`config.mk`:
```
export PLATFORM = sky130hd
export DESIGN_NAME = lap_sequencer
export DESIGN_NICKNAME = d
export VERILOG_FILES = /design/src/rtl/lap_sequencer_pkg.sv /design/src/rtl/lap_sequencer_blink_timer.sv /design/src/rtl/lap_sequencer.sv
export SDC_FILE = /design/constraint.sdc
export NUM_CORES = 1
export LEC_CHECK = 0
export CAP_MARGIN = 25
export CORE_ASPECT_RATIO = 0.8
export CORE_UTILIZATION = 44
export CTS_CLUSTER_SIZE = 28
export DETAILED_ROUTE_END_ITERATION = 10
export GPL_ROUTABILITY_DRIVEN = 0
export MAX_ROUTING_LAYER = met4
export PLACE_DENSITY_LB_ADDON = 0.08
export SYNTH_ARGS = -nofsm -noshare
export SYNTH_HDL_FRONTEND = slang
export SYNTH_SLANG_ARGS = --single-unit
```
`constraint.sdc`:
```
create_clock -name clk -period 1.5 [get_ports clk]
set_input_delay 0.15 -clock clk [delete_from_list [all_inputs] [get_ports clk]]
set_output_delay 0.15 -clock clk [all_outputs]
set_load 0.03 [all_outputs]
```
`src/rtl/lap_sequencer_pkg.sv`:
```
// Shared types and constants for the stopwatch lap sequencer.
package lap_sequencer_pkg;

  typedef enum logic [2:0] {
    S_IDLE,
    S_RUN,
    S_LAP,
    S_PAUSE,
    S_FULL
  } state_t;

  localparam logic [15:0] MAX_BCD_DEF = 16'h9999;
  localparam logic [3:0]  LAP_MAX_DEF = 4'd9;
  localparam logic [3:0]  DP_SEC      = 4'b0100;
  localparam logic [3:0]  DP_LAP      = 4'b1100;

endpackage

```
`src/rtl/lap_sequencer_blink_timer.sv`:
```
// Tick-counted toggle used to blink the decimal points once saturated.
module blink_timer #(
  parameter int BLINK_TICKS = 25
) (
  input  logic clk,
  input  logic rst,
  input  logic i_clr,
  input  logic i_en,
  input  logic i_tick,
  output logic o_blink
);

  localparam int CW = $clog2(BLINK_TICKS + 1);
  localparam logic [CW-1:0] LAST = CW'(BLINK_TICKS - 1);

  logic [CW-1:0] r_cnt;
  logic          r_blink;

  // Counter and phase sit at zero whenever the timer is disabled.
  always_ff @(posedge clk or posedge rst) begin
    if (rst) begin
      r_cnt   <= '0;
      r_blink <= 1'b0;
    end else if (i_clr || !i_en) begin
      r_cnt   <= '0;
      r_blink <= 1'b0;
    end else if (i_tick) begin
      if (r_cnt == LAST) begin
        r_cnt   <= '0;
        r_blink <= ~r_blink;
      end else begin
        r_cnt <= r_cnt + 1'b1;
      end
    end
  end

  assign o_blink = r_blink;

endmodule

```
`src/rtl/lap_sequencer.sv`:
```
// Run-control, lap capture and display select for the BCD stopwatch chain.
module lap_sequencer
  import lap_sequencer_pkg::*;
#(
  parameter int          BLINK_TICKS = 25,
  parameter logic [15:0] MAX_BCD     = MAX_BCD_DEF,
  parameter logic [3:0]  LAP_MAX     = LAP_MAX_DEF
) (
  input  logic        clk,
  input  logic        rst,
  input  logic        start_b,
  input  logic        stop_b,
  input  logic        lap_b,
  input  logic        tick,
  input  logic [15:0] time_bcd,
  output logic        cnt_inc,
  output logic        cnt_clr,
  output logic [15:0] disp_bcd,
  output logic [3:0]  disp_dp,
  output logic [3:0]  lap_num,
  output logic        running
);

  state_t      r_state;
  state_t      w_state_nxt;
  logic [15:0] r_lap_bcd;
  logic [3:0]  r_lap_num;
  logic        r_cnt_clr;
  logic        w_cap;
  logic        w_clr;
  logic        w_at_max;
  logic        w_live;
  logic        w_full_in;
  logic        w_blink;

  assign w_at_max = (time_bcd == MAX_BCD);
  assign w_live   = (r_state == S_RUN) || (r_state == S_LAP);

  always_comb begin
    w_state_nxt = r_state;
    w_cap       = 1'b0;
    w_clr       = 1'b0;
    unique case (r_state)
      S_IDLE: begin
        if (start_b) w_state_nxt = S_RUN;
      end
      S_RUN, S_LAP: begin
        // Stop outranks saturation; saturation outranks lap/start.
        if (stop_b) begin
          w_state_nxt = S_PAUSE;
        end else if (w_at_max) begin
          w_state_nxt = S_FULL;
        end else if (lap_b) begin
          w_state_nxt = S_LAP;
          w_cap       = 1'b1;
        end else if (start_b && r_state == S_LAP) begin
          w_state_nxt = S_RUN;
        end
      end
      S_PAUSE: begin
        if (stop_b) begin
          w_state_nxt = S_IDLE;
          w_clr       = 1'b1;
        end else if (start_b) begin
          w_state_nxt = S_RUN;
        end
      end
      S_FULL: begin
        if (stop_b) begin
          w_state_nxt = S_IDLE;
          w_clr       = 1'b1;
        end
      end
      default: w_state_nxt = S_IDLE;
    endcase
  end

  always_ff @(posedge clk or posedge rst) begin
    if (rst) begin
      r_state   <= S_IDLE;
      r_cnt_clr <= 1'b0;
    end else begin
      r_state   <= w_state_nxt;
      r_cnt_clr <= w_clr;
    end
  end

  always_ff @(posedge clk or posedge rst) begin
    if (rst) begin
      r_lap_bcd <= '0;
      r_lap_num <= '0;
    end else if (w_clr) begin
      r_lap_bcd <= '0;
      r_lap_num <= '0;
    end else if (w_cap) begin
      r_lap_bcd <= time_bcd;
      if (r_lap_num != LAP_MAX) r_lap_num <= r_lap_num + 4'd1;
    end
  end

  assign w_full_in = (w_state_nxt == S_FULL) && (r_state != S_FULL);

  blink_timer #(
    .BLINK_TICKS(BLINK_TICKS)
  ) u_blink (
    .clk    (clk),
    .rst    (rst),
    .i_clr  (w_full_in),
    .i_en   (r_state == S_FULL),
    .i_tick (tick),
    .o_blink(w_blink)
  );

  assign cnt_inc = tick && w_live && !w_at_max;
  assign cnt_clr = r_cnt_clr;
  assign running = w_live;
  assign lap_num = r_lap_num;

  always_comb begin
    disp_bcd = time_bcd;
    disp_dp  = DP_SEC;
    unique case (r_state)
      S_LAP: begin
        disp_bcd = r_lap_bcd;
        disp_dp  = DP_LAP;
      end
      S_FULL: disp_dp = {4{w_blink}};
      default: ;
    endcase
  end

endmodule

```
==> results of run 1 <==
==> synthesized netlist by cell type, types with 2 or more instances <==
| master | instances |
|---|---|
| sky130_fd_sc_hd__nor2b_1 | 2 |
| sky130_fd_sc_hd__a21oi_1 | 6 |
| sky130_fd_sc_hd__inv_1 | 22 |
| sky130_fd_sc_hd__o21ai_0 | 20 |
| sky130_fd_sc_hd__nand2_1 | 40 |
| sky130_fd_sc_hd__a22oi_1 | 2 |
| sky130_fd_sc_hd__clkbuf_1 | 3 |
| sky130_fd_sc_hd__nor3b_2 | 2 |
| sky130_fd_sc_hd__xor2_1 | 2 |
| sky130_fd_sc_hd__nand3_1 | 2 |
| sky130_fd_sc_hd__buf_4 | 3 |
| sky130_fd_sc_hd__and4bb_2 | 4 |
| sky130_fd_sc_hd__nor2_1 | 8 |
| sky130_fd_sc_hd__nor3_1 | 2 |
| sky130_fd_sc_hd__and3b_1 | 2 |
| sky130_fd_sc_hd__buf_2 | 5 |
| sky130_fd_sc_hd__and3_1 | 2 |
| sky130_fd_sc_hd__ha_1 | 4 |
| sky130_fd_sc_hd__dfrtp_1 | 30 |
| sky130_fd_sc_hd__nand2b_1 | 3 |
| sky130_fd_sc_hd__mux2i_1 | 21 |
| sky130_fd_sc_hd__or3_1 | 2 |
==> power groups by stage <==
| stage | registers, mW | clock network (mW) | logic [mW] |
|---|---|---|---|
| finish | 1.24 | 0.654 | 3.69 |
| CTS | 1.23 | 0.670 | 3.40 |
| detailed placement | 1.23 | 0 | 2.75 |
| global route | 1.26 | 0.714 | 3.90 |
| floorplan | 1.28 | 0 | 1.61 |
| global placement | 1.22 | 0 | 2.71 |
==> worst paths after layout <==
check                             startpoint  slack (ns)            end
worst max-delay path              r_state[0]       -0.30    disp_bcd[4]
worst min register to register  r_lap_bcd[1]        0.53   r_lap_bcd[1]
worst max register to register    r_state[0]       -0.13   r_lap_bcd[8]
max in group asynchronous                rst        0.93     lap_num[0]
worst min-delay path                     rst        0.25  r_lap_bcd[10]
min in group clk                 time_bcd[6]        0.46   r_lap_bcd[6]
==> area by class of cell <==
| type | count | area [µm²] | share of cell area [%] |
|---|---|---|---|
| multi-input combinational | 141 | 1066 | 35.32 |
| clock buffer | 7 | 86.33 | 2.861 |
| tap | 55 | 68.82 | 2.280 |
| sequential | 30 | 754.5 | 25.00 |
| timing repair buffer | 92 | 955.9 | 31.68 |
| inverter | 23 | 86.33 | 2.861 |
==> tightest hold or removal path: stages <==
cell	delay [ns]
sky130_fd_sc_hd__clkdlybuf4s50_1	0.40
sky130_fd_sc_hd__inv_1	0.05
sky130_fd_sc_hd__buf_4	0.35
==> cells by family (layout without fill, tap and decap cells) <==
family / after synthesis / after routing / share of synthesized area (%)
and+or+nand+nor: 79 / 79 / 25.17
buffers and inverters: 35 / 122 / 8.613
AOI/OAI and AO/OA: 34 / 34 / 10.43
DFF: 30 / 30 / 40.38
muxes: 21 / 21 / 11.31
adders and majority gates: 4 / 4 / 2.692
xor gates and xnor gates: 3 / 3 / 1.413
==> registers in the layout (all words and copies together) (netlist names) <==
| signal | flops |
|---|---|
| r_lap_bcd | 16 |
| u_blink.r_cnt | 5 |
| lap_num | 4 |
| r_state | 3 |
| cnt_clr | 1 |
| u_blink.o_blink | 1 |
==> per-layer routing <==
metal  part of all wire, %  routed length (µm)
met4                  0.60                  31
met5                     0                   0
met1                    49                2528
met2                    46                2396
met3                   4.7                 244
==> what timing repair did <==
item,CTS,global route
hold buffers,0,0
pin swaps,8,11
setup endpoints to repair,34,45
gates cloned,3,1
gates resized for setup,48,21
buffers inserted,10,5
==> load_flow_metrics.sql, run 1 <==
INSERT INTO impl_metrics (metric_group, metric, value, unit) VALUES
('clock_network', 'clock_sink_count', '30', ''),
('power_and_ir_drop', 'combinational_fraction_of_design_power', '66.0', '%'),
('synthesis', 'syn_inst', '206', ''),
('timing', 'timing.final.crit_period', '1.799', 'ns'),
('timing', 'final_hold_violation_count', '0', ''),
('route', 'vias_per_instance', '5.149', ''),
('floorplan', 'start_util', '47.32', '%'),
('critical_path', 'timing.critical_path.buf_inv', '4', ''),
('timing', 'setup_viol', '42', ''),
('floorplan', 'die-area', '4491', 'µm²'),
('grt', 'antenna_violations_before_repair', '0', ''),
('power_and_ir_drop', 'total_power', '5.581', 'mW'),
('grt', 'number_of_global_route_vias_before_repair', '1685', ''),
('finish', 'postLayoutCoreUtil', '76.82', '%'),
('power_and_ir_drop', 'vdd_ir_drop_max', '0.001045', 'V'),
('route', 'detail-route-antenna-nets', '0', ''),
('clock_network', 'path_clk_slew', '0.07', 'ns'),
('synthesis', 'synth_largest_type_area_fraction', '40.38', '%'),
('grt', 'grt_start_max_net_pins', '31', ''),
('finish', 'num_antenna_cells', '0', ''),
('grt', 'global_route.usage.met1', '33.72', '%'),
('synthesis', 'yosysUniqueCellTypes', '41', ''),
('clock_network', 'tritoncts', 'done', ''),
('timing', 'final.setup.tns', '-7.267', 'ns'),
('finish', 'nets', '319', ''),
('critical_path', 'maximum_fanout_along_the_worst_path', '9', ''),
('route', 'dr.pass1.iters', '4', ''),
('critical_path', 'critical-path-slowest-cell', 'sky130_fd_sc_hd__dfrtp_1', ''),
('finish', 'finalInstanceArea', '3018', 'µm²'),
('finish', 'fill_cells', '275', ''),
('timing', 'tightestPinTransition', '0.3959', 'ns'),
('timing', 'timing.clock.skew', '0.01002', 'ns'),
('grt', 'grt_overflow', '0', ''),
('grt', 'grt_first_pass_wirelength', '8004', 'µm'),
('timing', 'achievable_freq', '555.8', 'MHz'),
('route', 'detail_route.iter0.violations', '140', ''),
('placed_design', 'port_buffers', '48', ''),
('clock_network', 'ctsHtreeMaxLevel', '2', ''),
('critical_path', 'crit_path_frequent_cell', 'sky130_fd_sc_hd__buf_6', ''),
('finish', 'mostFrequentLayoutCells', '35 x sky130_fd_sc_hd__buf_4, 32 x sky130_fd_sc_hd__nand2_1, 27 x sky130_fd_sc_hd__dfrtp_1', ''),
('power_and_ir_drop', 'p_switching', '2.367', 'mW'),
('placed_design', 'pre_cts_ws', '-0.1891', 'ns'),
('floorplan', 'dieWidth', '74.68', 'µm'),
('placed_design', 'dp.final_hpwl', '3117', 'µm'),
('timing', 'timing.final.max_slew_violations', '0', ''),
('synthesis', 'syn_area_per_cell', '9.026', 'µm²'),
('route', 'num_vias', '1792', ''),
('grt', 'globalRoute.busiestLayer', 'met2', ''),
('synthesis', 'proportion_of_synthesized_flip_flops_having_asynchronous_set_or_reset', '100.0', '%'),
('critical_path', 'crit_path_start_kind', 'flip-flop', ''),
('timing', 'fin_crit_sh', '119.9', '%'),
('job', 'maxCapViolCount', '0', ''),
('power_and_ir_drop', 'p_leak', '1.541', 'nW'),
('critical_path', 'crit_path_cell_trace', 'buf_6 -> nor3b_4 -> buf_6 -> buf_12 -> nand2_1 -> o21ai_1 -> buf_4', ''),
('finish', 'synthToLayoutAreaGrowth', '62.31', '%'),
('power_and_ir_drop', 'p_per_area', '1849', 'nW/µm²'),
('grt', 'groute.layer.met2.usage', '38.74', '%'),
('clock_network', 'numCtsBuffers', '5', ''),
('power_and_ir_drop', 'power_switching_share', '42.41', '%'),
('clock_network', 'clkLatencyLatePin', '0.28', 'ns'),
('critical_path', 'worstPathArrival', '1.65', 'ns'),
('clock_network', 'max-clock-path-buffers', '2', ''),
('synthesis', 'biggest_area_contributors_in_the_synthesized_netlist', 'sky130_fd_sc_hd__dfrtp_1 40%, sky130_fd_sc_hd__mux2i_1 11%, sky130_fd_sc_hd__nand2_1 8.1%, sky130_fd_sc_hd__o21ai_0 5.4%, sky130_fd_sc_hd__inv_1 4.4%', ''),
('critical_path', 'timing.critical_path.depth', '7', ''),
('timing', 'setup_ws', '-0.2992', 'ns'),
('outcome', 'run_status', 'finished with violations', ''),
('critical_path', 'crit_path_required_time', '1.35', 'ns'),
('finish', 'share_of_layout_cells_above_drive_strength_1', '38.91', '%'),
('synthesis', 'area_leader_netlist', 'sky130_fd_sc_hd__dfrtp_1', ''),
('synthesis', 'synth_seq_area_share', '40.38', '%'),
('outcome', 'violations', 'setup timing', '');
No activity file was read; power rests on OpenSTA's default activity.
==> inputs of run 2 (changes only) <==
--- a/config.mk
+++ b/config.mk
@@ -13,6 +13,7 @@
 export GPL_ROUTABILITY_DRIVEN = 0
 export MAX_ROUTING_LAYER = met4
 export PLACE_DENSITY_LB_ADDON = 0.08
+export SKIP_LAST_GASP = 1
 export SYNTH_ARGS = -nofsm -noshare
 export SYNTH_HDL_FRONTEND = slang
 export SYNTH_SLANG_ARGS = --single-unit
==> run 2 against run 1 <==
Effect of this change: the flow still finishes with violations (setup timing); sequential power is essentially flat; first-iteration DRC count shrank 45%; maximum frequency is essentially flat; count of clock-buffer cells in the layout is the same; critical path type unchanged; critical endpoint is now disp_bcd[10]; largest cell class unchanged.
==> load_flow_metrics.sql, run 2 (synthesized netlist as in run 1, its figures left out) <==
INSERT INTO impl_metrics (metric_group, metric, value, unit) VALUES
('outcome', 'run_status', 'finished with violations', ''),
('outcome', 'violations', 'setup timing', ''),
('clock_network', 'tritoncts', 'done', ''),
('route', 'totalWireLength', '5341', 'µm'),
('timing', 'setup_ws', '-0.3000', 'ns'),
('route', 'num_vias', '1771', ''),
('power_and_ir_drop', 'p_leak', '1.554', 'nW'),
('power_and_ir_drop', 'p_per_area', '1878', 'nW/µm²'),
('timing', 'timing.clock.skew', '0.01048', 'ns'),
('floorplan', 'start_util', '47.32', '%'),
('floorplan', 'die-area', '4491', 'µm²'),
('power_and_ir_drop', 'vdd_ir_drop_max', '0.001109', 'V'),
('grt', 'total_global_routing_track_utilization', '25.10', '%'),
('timing', 'tightestPinTransition', '0.3990', 'ns'),
('placed_design', 'pre_cts_ws', '-0.1891', 'ns'),
('timing', 'grt_setup_unrepaired', 'yes', ''),
('critical_path', 'worst_setup_slack_for_register_to_register_paths', '-0.12', 'ns'),
('route', 'routed.top_layer', 'met4', ''),
('grt', 'antenna_violations_before_repair', '0', ''),
('finish', 'synthToLayoutAreaGrowth', '62.85', '%'),
('critical_path', 'worst_setup_path_class', 'reg2out', ''),
('route', 'detail_route.iter0.violations', '77', ''),
('finish', 'num_antenna_cells', '0', ''),
('critical_path', 'crit_path_start_kind', 'flip-flop', ''),
('placed_design', 'placed_cells', '323', ''),
('finish', 'instances_no_fill', '348', ''),
('route', 'drc', '0', ''),
('route', 'routed_wire_length_per_instance', '15.35', 'µm'),
('finish', 'registers.top_by_ff_count', 'r_lap_bcd', ''),
('placed_design', 'dp.final_hpwl', '3117', 'µm'),
('floorplan', 'io_pins', '49', ''),
('power_and_ir_drop', 'combinational_fraction_of_design_power', '66.4', '%'),
('critical_path', 'crit_path_end_kind', 'output pin', ''),
('grt', 'grt_overflow', '0', ''),
('floorplan', 'fp-row-count', '20', ''),
('critical_path', 'maximum_fanout_along_the_worst_path', '8', ''),
('timing', 'final_hold_violation_count', '0', ''),
('timing', 'timing.final.crit_period', '1.800', 'ns'),
('power_and_ir_drop', 'power_frac_seq', '22.0', '%'),
('floorplan', 'die_height', '60.14', 'µm'),
('clock_network', 'numCtsBuffers', '5', ''),
('route', 'met2WireLength', '2537', 'µm'),
('finish', 'fill_cells', '278', ''),
('power_and_ir_drop', 'p_switching', '2.421', 'mW'),
('finish', 'mostFrequentLayoutCell', 'sky130_fd_sc_hd__buf_4', ''),
('placed_design', 'port_buffers', '48', ''),
('clock_network', 'ctsHtreeMaxLevel', '2', ''),
('finish', 'nets', '319', ''),
('grt', 'grt_start_max_net_pins', '31', ''),
('clock_network', 'clock_sink_count', '30', ''),
('route', 'vias_per_instance', '5.089', ''),
('clock_network', 'clkLatencyLatePin', '0.28', 'ns'),
('power_and_ir_drop', 'power.share.clock', '11.6', '%'),
('floorplan', 'dieWidth', '74.68', 'µm'),
('floorplan', 'core', '3929', 'µm²'),
('finish', 'mostFrequentLayoutCells', '34 x sky130_fd_sc_hd__buf_4, 28 x sky130_fd_sc_hd__nand2_1, 27 x sky130_fd_sc_hd__dfrtp_1', ''),
('clock_network', 'max-clock-path-buffers', '2', ''),
('timing', 'fin_crit_sh', '120.0', '%'),
('power_and_ir_drop', 'power_switching_share', '42.57', '%'),
('critical_path', 'worstPathArrival', '1.65', 'ns'),
('clock_network', 'path_clk_slew', '0.07', 'ns'),
('grt', 'grt_first_pass_wirelength', '7990', 'µm'),
('critical_path', 'crit_path_required_time', '1.35', 'ns'),
('timing', 'timing.final.max_slew_violations', '0', ''),
('timing', 'setup_viol', '42', ''),
('power_and_ir_drop', 'total_power', '5.687', 'mW'),
('job', 'maxCapViolCount', '0', ''),
('finish', 'share_of_layout_cells_above_drive_strength_1', '39.93', '%'),
('grt', 'number_of_global_route_vias_before_repair', '1685', ''),
('min_path', 'hp-class', 'in2async', ''),
('finish', 'largest_reg_flops', '16', ''),
('route', 'met3WireLength', '313', 'µm'),
('route', 'route.layer.met1.wl', '2475', 'µm'),
('timing', 'achievable_freq', '555.5', 'MHz'),
('route', 'dr.pass1.iters', '4', ''),
('power_and_ir_drop', 'internal-power', '3.266', 'mW'),
('route', 'detail-route-antenna-nets', '0', ''),
('clock_network', 'cts_root_buffer', 'sky130_fd_sc_hd__clkbuf_8', ''),
('timing', 'slew_headroom', '73.40', '%');
-- run 2: cell counts in the layout (fill, tap and decap cells not counted) --
No cell type changed its count.
-- run 2: layout make-up --
class	count	area (µm²)	share of cell area [%]
tap	55	68.82	2.273
multi-input combinational	141	1072	35.41
sequential	30	754.5	24.92
clock buffer	7	86.33	2.851
timing repair buffer	92	959.7	31.69
inverter	23	86.33	2.851
-- run 2: repair_timing --
item	4_1_cts	5_1_grt
hold buffers	0	0
resized for setup	41	33
pin swaps	8	11
setup endpoints to repair	34	45
setup buffers	10	5
cloned	3	1
-- run 2: per-stage QoR --
stage | hold slack (ns) | util [%] | setup TNS (ns) | cell area [µm²]
2_1_floorplan | 0.2131 | - | -1.878 | 1876
3_3_place_gp | 0.5133 | 64.59 | -2.666 | 2537
3_5_place_dp | 0.5193 | 64.59 | -2.934 | 2537
4_1_cts | 0.2654 | 72.74 | -6.510 | 2858
5_1_grt | 0.3295 | 77.07 | -9.403 | 3028
6_report | 0.2716 | 77.07 | -6.997 | 3028
-- run 2: worst paths after layout --
path | start | to | depth (start not counted)
hold / removal | rst | u_blink.r_cnt[4] | 3
setup reg to reg | r_state[1] | lap_num[1] | 6
min in group clk | time_bcd[10] | r_lap_bcd[10] | 3
hold reg to reg | r_lap_bcd[3] | r_lap_bcd[3] | 2
setup / recovery | r_state[0] | disp_bcd[10] | 7
max in group asynchronous | rst | lap_num[0] | 3
-- run 2: critical path, stage by stage (launching register included) --
cell	delay, ns
sky130_fd_sc_hd__dfrtp_1	0.40
sky130_fd_sc_hd__buf_6	0.13
sky130_fd_sc_hd__nor3b_4	0.23
sky130_fd_sc_hd__buf_6	0.17
sky130_fd_sc_hd__buf_16	0.15
sky130_fd_sc_hd__nand2_2	0.04
sky130_fd_sc_hd__o21ai_1	0.07
sky130_fd_sc_hd__buf_4	0.17
-- run 2: per-layer routing --
metal / up-vias / global-route usage [%]
li1: 864 / -
met1: 852 / 33.72
met2: 53 / 38.48
met3: 2 / 5.059
met4: 0 / 7.008
met5: - / -
-- run 2: power by group through the flow --
| stage | Sequential (mW) | Combinational, mW | Clock, mW |
|---|---|---|---|
| floorplan | 1.28 | 1.61 | 0 |
| global placement | 1.22 | 2.71 | 0 |
| detailed placement | 1.23 | 2.75 | 0 |
| CTS | 1.23 | 3.39 | 0.670 |
| global route | 1.27 | 4.00 | 0.713 |
| finish | 1.25 | 3.78 | 0.660 |
